[src/rtl/iob_eth_tx.sv]
// MII transmit engine: preamble/SFD, buffered payload with optional zero padding,
// CRC-32 FCS and an enforced inter-frame gap, all in the TX clock domain.
module iob_eth_tx #(
    parameter int BUFFER_W   = 11,
    parameter int PAD_EN     = 1,
    parameter int MIN_FRAME  = 60,
    parameter int IFG_CYCLES = 24
) (
    input  logic                tx_clk_i,
    input  logic                rst_i,
    input  logic                send_i,
    input  logic [BUFFER_W-1:0] tx_nbytes_i,
    output logic                ready_o,
    output logic [BUFFER_W-1:0] addr_o,
    input  logic [7:0]          data_i,
    output logic                tx_en_o,
    output logic [3:0]          tx_data_o
);

    localparam logic [2:0] ST_IDLE     = 3'd0;
    localparam logic [2:0] ST_PREAMBLE = 3'd1;
    localparam logic [2:0] ST_DATA     = 3'd2;
    localparam logic [2:0] ST_PAD      = 3'd3;
    localparam logic [2:0] ST_FCS      = 3'd4;
    localparam logic [2:0] ST_IFG      = 3'd5;

    localparam int          IFG_W    = (IFG_CYCLES > 1) ? $clog2(IFG_CYCLES) : 1;
    localparam logic [31:0] CRC_POLY = 32'hEDB88320;

    logic [2:0]          state;
    logic [BUFFER_W-1:0] len_r;
    logic [BUFFER_W-1:0] byte_cnt;
    logic [3:0]          nib_cnt;
    logic [IFG_W-1:0]    ifg_cnt;
    logic                hi_nib;
    logic [3:0]          hi_r;
    logic [31:0]         crc;
    logic [31:0]         fcs;
    logic                pad_needed;
    logic                last_data;
    logic                last_pad;
    logic                last_ifg;

    // Reflected CRC-32, one byte per call, LSB of the byte first.
    function automatic logic [31:0] crc_byte(input logic [31:0] c, input logic [7:0] d);
        logic [31:0] r;
        r = c;
        for (int unsigned i = 0; i < 8; i++) begin
            if (r[0] ^ d[i]) r = (r >> 1) ^ CRC_POLY;
            else             r = r >> 1;
        end
        return r;
    endfunction

    always_comb begin
        pad_needed = (PAD_EN != 0) && (32'(len_r) < 32'(MIN_FRAME));
        last_data  = (byte_cnt == len_r - BUFFER_W'(1));
        last_pad   = (32'(byte_cnt) == 32'(MIN_FRAME - 1));
        last_ifg   = (ifg_cnt == IFG_W'(IFG_CYCLES - 1));
        fcs        = ~crc;
    end

    assign ready_o = (state == ST_IDLE);

    // Outputs lag the state by one edge: each branch registers the nibble for the next cycle.
    // The low nibble comes straight from data_i; the high nibble is held for the following cycle.
    always_ff @(posedge tx_clk_i) begin
        if (rst_i) begin
            state     <= ST_IDLE;
            len_r     <= '0;
            byte_cnt  <= '0;
            nib_cnt   <= '0;
            ifg_cnt   <= '0;
            hi_nib    <= 1'b0;
            hi_r      <= '0;
            crc       <= '1;
            addr_o    <= '0;
            tx_en_o   <= 1'b0;
            tx_data_o <= '0;
        end else begin
            case (state)
                ST_IDLE: begin
                    tx_en_o   <= 1'b0;
                    tx_data_o <= '0;
                    addr_o    <= '0;
                    if (send_i) begin
                        len_r    <= tx_nbytes_i;
                        byte_cnt <= '0;
                        nib_cnt  <= '0;
                        hi_nib   <= 1'b0;
                        crc      <= '1;
                        state    <= ST_PREAMBLE;
                    end
                end
                ST_PREAMBLE: begin
                    tx_en_o <= 1'b1;
                    if (nib_cnt == 4'd15) begin
                        tx_data_o <= 4'hD;
                        nib_cnt   <= '0;
                        if (len_r != '0)     state <= ST_DATA;
                        else if (pad_needed) state <= ST_PAD;
                        else                 state <= ST_FCS;
                    end else begin
                        tx_data_o <= 4'h5;
                        nib_cnt   <= nib_cnt + 4'd1;
                    end
                end
                ST_DATA: begin
                    tx_en_o <= 1'b1;
                    if (!hi_nib) begin
                        tx_data_o <= data_i[3:0];
                        hi_r      <= data_i[7:4];
                        crc       <= crc_byte(crc, data_i);
                        addr_o    <= addr_o + BUFFER_W'(1);
                        hi_nib    <= 1'b1;
                    end else begin
                        tx_data_o <= hi_r;
                        hi_nib    <= 1'b0;
                        byte_cnt  <= byte_cnt + BUFFER_W'(1);
                        if (last_data) state <= pad_needed ? ST_PAD : ST_FCS;
                    end
                end
                ST_PAD: begin
                    tx_en_o   <= 1'b1;
                    tx_data_o <= '0;
                    if (!hi_nib) begin
                        crc    <= crc_byte(crc, 8'h00);
                        hi_nib <= 1'b1;
                    end else begin
                        hi_nib   <= 1'b0;
                        byte_cnt <= byte_cnt + BUFFER_W'(1);
                        if (last_pad) state <= ST_FCS;
                    end
                end
                ST_FCS: begin
                    tx_en_o   <= 1'b1;
                    tx_data_o <= fcs[{nib_cnt[2:0], 2'b00} +: 4];
                    if (nib_cnt == 4'd7) begin
                        nib_cnt <= '0;
                        ifg_cnt <= '0;
                        state   <= ST_IFG;
                    end else begin
                        nib_cnt <= nib_cnt + 4'd1;
                    end
                end
                ST_IFG: begin
                    tx_en_o   <= 1'b0;
                    tx_data_o <= '0;
                    if (last_ifg) begin
                        addr_o <= '0;
                        state  <= ST_IDLE;
                    end else begin
                        ifg_cnt <= ifg_cnt + IFG_W'(1);
                    end
                end
                default: state <= ST_IDLE;
            endcase
        end
    end

endmodule
[config.mk]
export PLATFORM = sky130hd
export DESIGN_NAME = iob_eth_tx
export DESIGN_NICKNAME = d
export VERILOG_FILES = /design/src/rtl/iob_eth_tx.sv
export SDC_FILE = /design/constraint.sdc
export NUM_CORES = 1
export LEC_CHECK = 0
export ABC_CLOCK_PERIOD_IN_PS = 3400
export BUFFER_PORTS_ARGS = -buffer_cell sky130_fd_sc_hd__buf_2
export CORE_MARGIN = 10
export CORE_UTILIZATION = 25
export DETAILED_ROUTE_END_ITERATION = 12
export PLACE_DENSITY = 0.39
export SYNTH_ARGS = -nofsm -noshare
export SYNTH_HDL_FRONTEND = slang
export SYNTH_SLANG_ARGS = --single-unit
[constraint.sdc]
create_clock -name tx_clk_i -period 3.4 [get_ports tx_clk_i]
set_input_delay 0.51 -clock tx_clk_i [delete_from_list [all_inputs] [get_ports tx_clk_i]]
set_output_delay 0.51 -clock tx_clk_i [all_outputs]
set_load 0.05 [all_outputs]
==> results.sh <==
export IMPL_status="finished, final reports clean"
export IMPL_ctsHtreeMaxLevel=3
export IMPL_netlist_area_um2=6077
export IMPL_syn_inst=722
export IMPL_rows=56
export IMPL_setup_ws_ns=0.8450
export IMPL_place_area_um2=6566
export IMPL_hold_depth=3
export IMPL_initial_utilization=0.2566
export IMPL_synth_seq_cells=87
export IMPL_end_kind="flip-flop"
export IMPL_hold_violations=0
export IMPL_syn_num_nets=750
export IMPL_finalSetupViolations=0
export IMPL_ff2ff_setup_slack_ns=0.85
export IMPL_placed_cells=1042
export IMPL_cts_buffers=9
export IMPL_via_per_inst=4.863
export IMPL_clkLatencyLatePin_ns=0.35
export IMPL_crit_chain="inv_1 > ha_1 > nor2b_1 > a22o_1 > mux2_2 > a2111oi_0 > a41oi_1 > nor4_1"
export IMPL_power_total_mw=2.839
export IMPL_crit_required_ns=3.66
export IMPL_cts_resized=0
export IMPL_crit_path_max_incr_delay_ns=0.48
export IMPL_cp_top_family="compound AO/OA/AOI/OAI gates"
export IMPL_fin_worst_skew_ns=0.01204
export IMPL_p_leak_nw=2.484
export IMPL_arrival_ns=2.82
export IMPL_seqPwrFrac=0.382
export IMPL_drt_wl_total_um=18630
export IMPL_core_area_um2=23680
export IMPL_grt_usage=0.1191
export IMPL_criticalPathCategory="reg -> reg"
export IMPL_grt_pass1_vias=5252
export IMPL_layout_nets=762
export IMPL_hold_buffers=0
export IMPL_max_freq_mhz=391.4
export IMPL_preCtsSetupSlack_ns=0.9144
export IMPL_cap_violations=0
export IMPL_cts_sinks=87
export IMPL_ys_warn_count=0
export IMPL_grt_ovfl_total=0
export IMPL_drive_gt1_frac=0.1299
export IMPL_hp_class="in -> reg"
export IMPL_yosysTopAreaCellShare=0.2866
export IMPL_synth_edf_count=0
export IMPL_r2r_start="len_r[0]"
export IMPL_first_pass_iters=5
export IMPL_worstSetupStartpointType="flip-flop"
export IMPL_cts_root_buf="clkbuf_16"
export IMPL_slew_viol_final=0
export IMPL_portBuffers=38
export IMPL_ant_nets=0
export IMPL_synth_top_cells_by_area="dfxtp_1 (29%), xnor2_1 (13%), xor2_1 (7.4%), nor2_1 (4.6%), nand2_1 (3.6%)"
export IMPL_period_needed_ns=2.555
export IMPL_r2r_end="state[0]"
export IMPL_yosysSeqAreaShare=0.2866
export IMPL_worstPathBufferInverterCount=1
export IMPL_p_sw_frac=0.3261
export IMPL_place_gp_congestion=0.8718
export IMPL_fin_cells=1058
export IMPL_antenna_found_initial=0
export IMPL_synthArstFlopShare=0
export IMPL_grt_max_degree=43
export IMPL_finish_instance_area_um2=6880
export IMPL_cts_max_path_buffers=2
export IMPL_cellPowerDensity_nw_per_um2=412.6
export IMPL_cts_tree="done"
export IMPL_diodes=0
export IMPL_relSlewSlack=0.4167
export IMPL_min_from="tx_nbytes_i[6]"
export IMPL_dp_hpwl_um=13780
export IMPL_worst_slew_pin_slew_ns=0.8732
export IMPL_area_growth_pct=13.22
export IMPL_post_cts_buffers=0
export IMPL_irDropWorstVdd_mv=0.1803
export IMPL_ioPinCount=39
export IMPL_p_int_mw=1.913
export IMPL_synth_distinct_cells=68
export IMPL_fin_crit_sh=0.7515
export IMPL_rsz0062_at_grt="no"
export IMPL_fin_tns_setup_ns=0
export IMPL_die_w_um=175.9
export IMPL_synth_ff_type="dfxtp_1"
export IMPL_synth_area_leader_cell="dfxtp_1"
export IMPL_r2r_cells=8
export IMPL_drc=0
export IMPL_wl_per_cell_um=17.61
export IMPL_design_die_area_um2=30940
export IMPL_combPwrFrac=0.237
export IMPL_cp_slowest_cell="dfxtp_1"
export IMPL_p_switching_mw=0.9259
export IMPL_die_h_um=175.9
export IMPL_grt_pass1_wl_um=29310
export IMPL_syn_area_per_cell_um2=8.417
export IMPL_power_frac_clock=0.381
export IMPL_min_to="len_r[6]"
export IMPL_cp_max_fo=8
export IMPL_clk_pin_slew_ns=0.08
export IMPL_dr_total_vias=5145
export IMPL_drt_iter0_drc=334
==> flip-flops by register name, summed over array words and instances, names as in the netlist, 4 cells and up <==
signal and count:
byte_cnt 11, crc 32, addr_o 11, len_r 11, hi_r 4, tx_data_o 4, ifg_cnt 5, nib_cnt 4
==> cells in the mapped netlist (3+ instances only) <==
master,count
inv_1,5
nand3_1,17
a21oi_1,43
xnor2_2,3
nor4b_1,3
a211o_1,4
nand3b_1,5
o22ai_1,19
clkbuf_1,33
a31oi_1,3
a22oi_1,3
nor2b_1,9
nand4b_1,4
xor2_1,51
or3_1,6
mux4_2,7
nor2_1,74
dfxtp_1,87
o21ai_0,23
buf_1,6
nand2_1,59
and2_1,4
ha_1,6
a211oi_1,5
a21o_1,3
xnor3_1,7
xnor2_1,92
o21bai_1,6
nor3_1,24
nor4_1,6
a311oi_1,5
nand2b_1,20
nand4_1,7
and3_1,8
buf_4,3
buf_2,13
a41oi_1,3
mux2i_1,9
a221oi_1,3
==> power groups by stage <==
stage	Combinational, mW	Sequential [mW]	Clock (mW)
after floorplan	0.509	1.11	0
after global placement	0.675	1.11	0
after detailed placement	0.672	1.11	0
after CTS	0.676	1.08	1.11
after global routing	0.735	1.09	1.14
final	0.673	1.08	1.08
==> per-layer routing <==
layer,up-vias,wire length [um],track usage
li1,2531,-,-
met5,-,0,0
met4,0,269,0.04097
met1,2487,9187,0.1572
met2,108,8489,0.1925
met3,19,686,0.01952
==> worst min-delay path, delay by kind of cell <==
kind / cells / cell delay, ns
AO/OA/AOI/OAI: 1 / 0.05
AND/OR/NAND/NOR: 1 / 0.04
buffers and inverters: 1 / 0.10
==> cells by family after synthesis <==
group	after synthesis	synth area share
buf+inv	64	0.04673
flops	87	0.2866
simple gates	253	0.2047
compound gates	136	0.1431
mux	18	0.04694
fa+ha+maj	6	0.01235
xor+xnor	158	0.2596
==> layout make-up <==
type                       instances  area [um2]
clock inverter                     6       75.07
inverter                           6       22.52
tap                              319       399.1
multi-input combinational        571        4055
fill                            2608       16800
sequential                        87        1742
clock buffer                      10       239.0
timing repair buffer              59       347.8
==> worst max path at each step <==
| stage | endpoint | from | depth (start not counted) |
|---|---|---|---|
| after floorplan | len_r[10] | state[0] | 6 |
| after global placement | crc[23] | data_i[4] | 7 |
| after detailed placement | crc[23] | data_i[4] | 7 |
| after CTS | state[0] | len_r[0] | 8 |
| after global routing | state[0] | len_r[0] | 8 |
| final | state[0] | len_r[0] | 8 |
==> cells in the final DEF, fill, tap and decap left out, types with 4 or more instances in the layout <==
cell type	count
dfxtp_1	87
nand2_1	59
and2_1	4
xor2_1	51
nor4_1	6
nand3b_1	5
nand4_1	7
and3_1	8
mux4_2	7
inv_1	5
o22ai_1	19
a211o_1	4
nand2b_1	20
ha_1	6
nor2b_1	9
o21ai_0	23
xnor2_1	92
buf_4	21
nor2_1	74
nand3_1	17
nor3_1	24
buf_2	38
o21bai_1	6
a211oi_1	5
clkbuf_16	9
nand4b_1	4
a311oi_1	5
xnor3_1	7
mux2i_1	9
a21oi_1	42
or3_1	6
==> per-stage QoR <==
step                utilization  hold WS, ns
floorplan                     -       0.4534
global placement         0.2773       0.4717
detailed placement       0.2773       0.4758
global route             0.2905       0.3856
finish                   0.2905       0.3799
CTS                      0.2905       0.3759
Power figures use the tool's default switching activity.
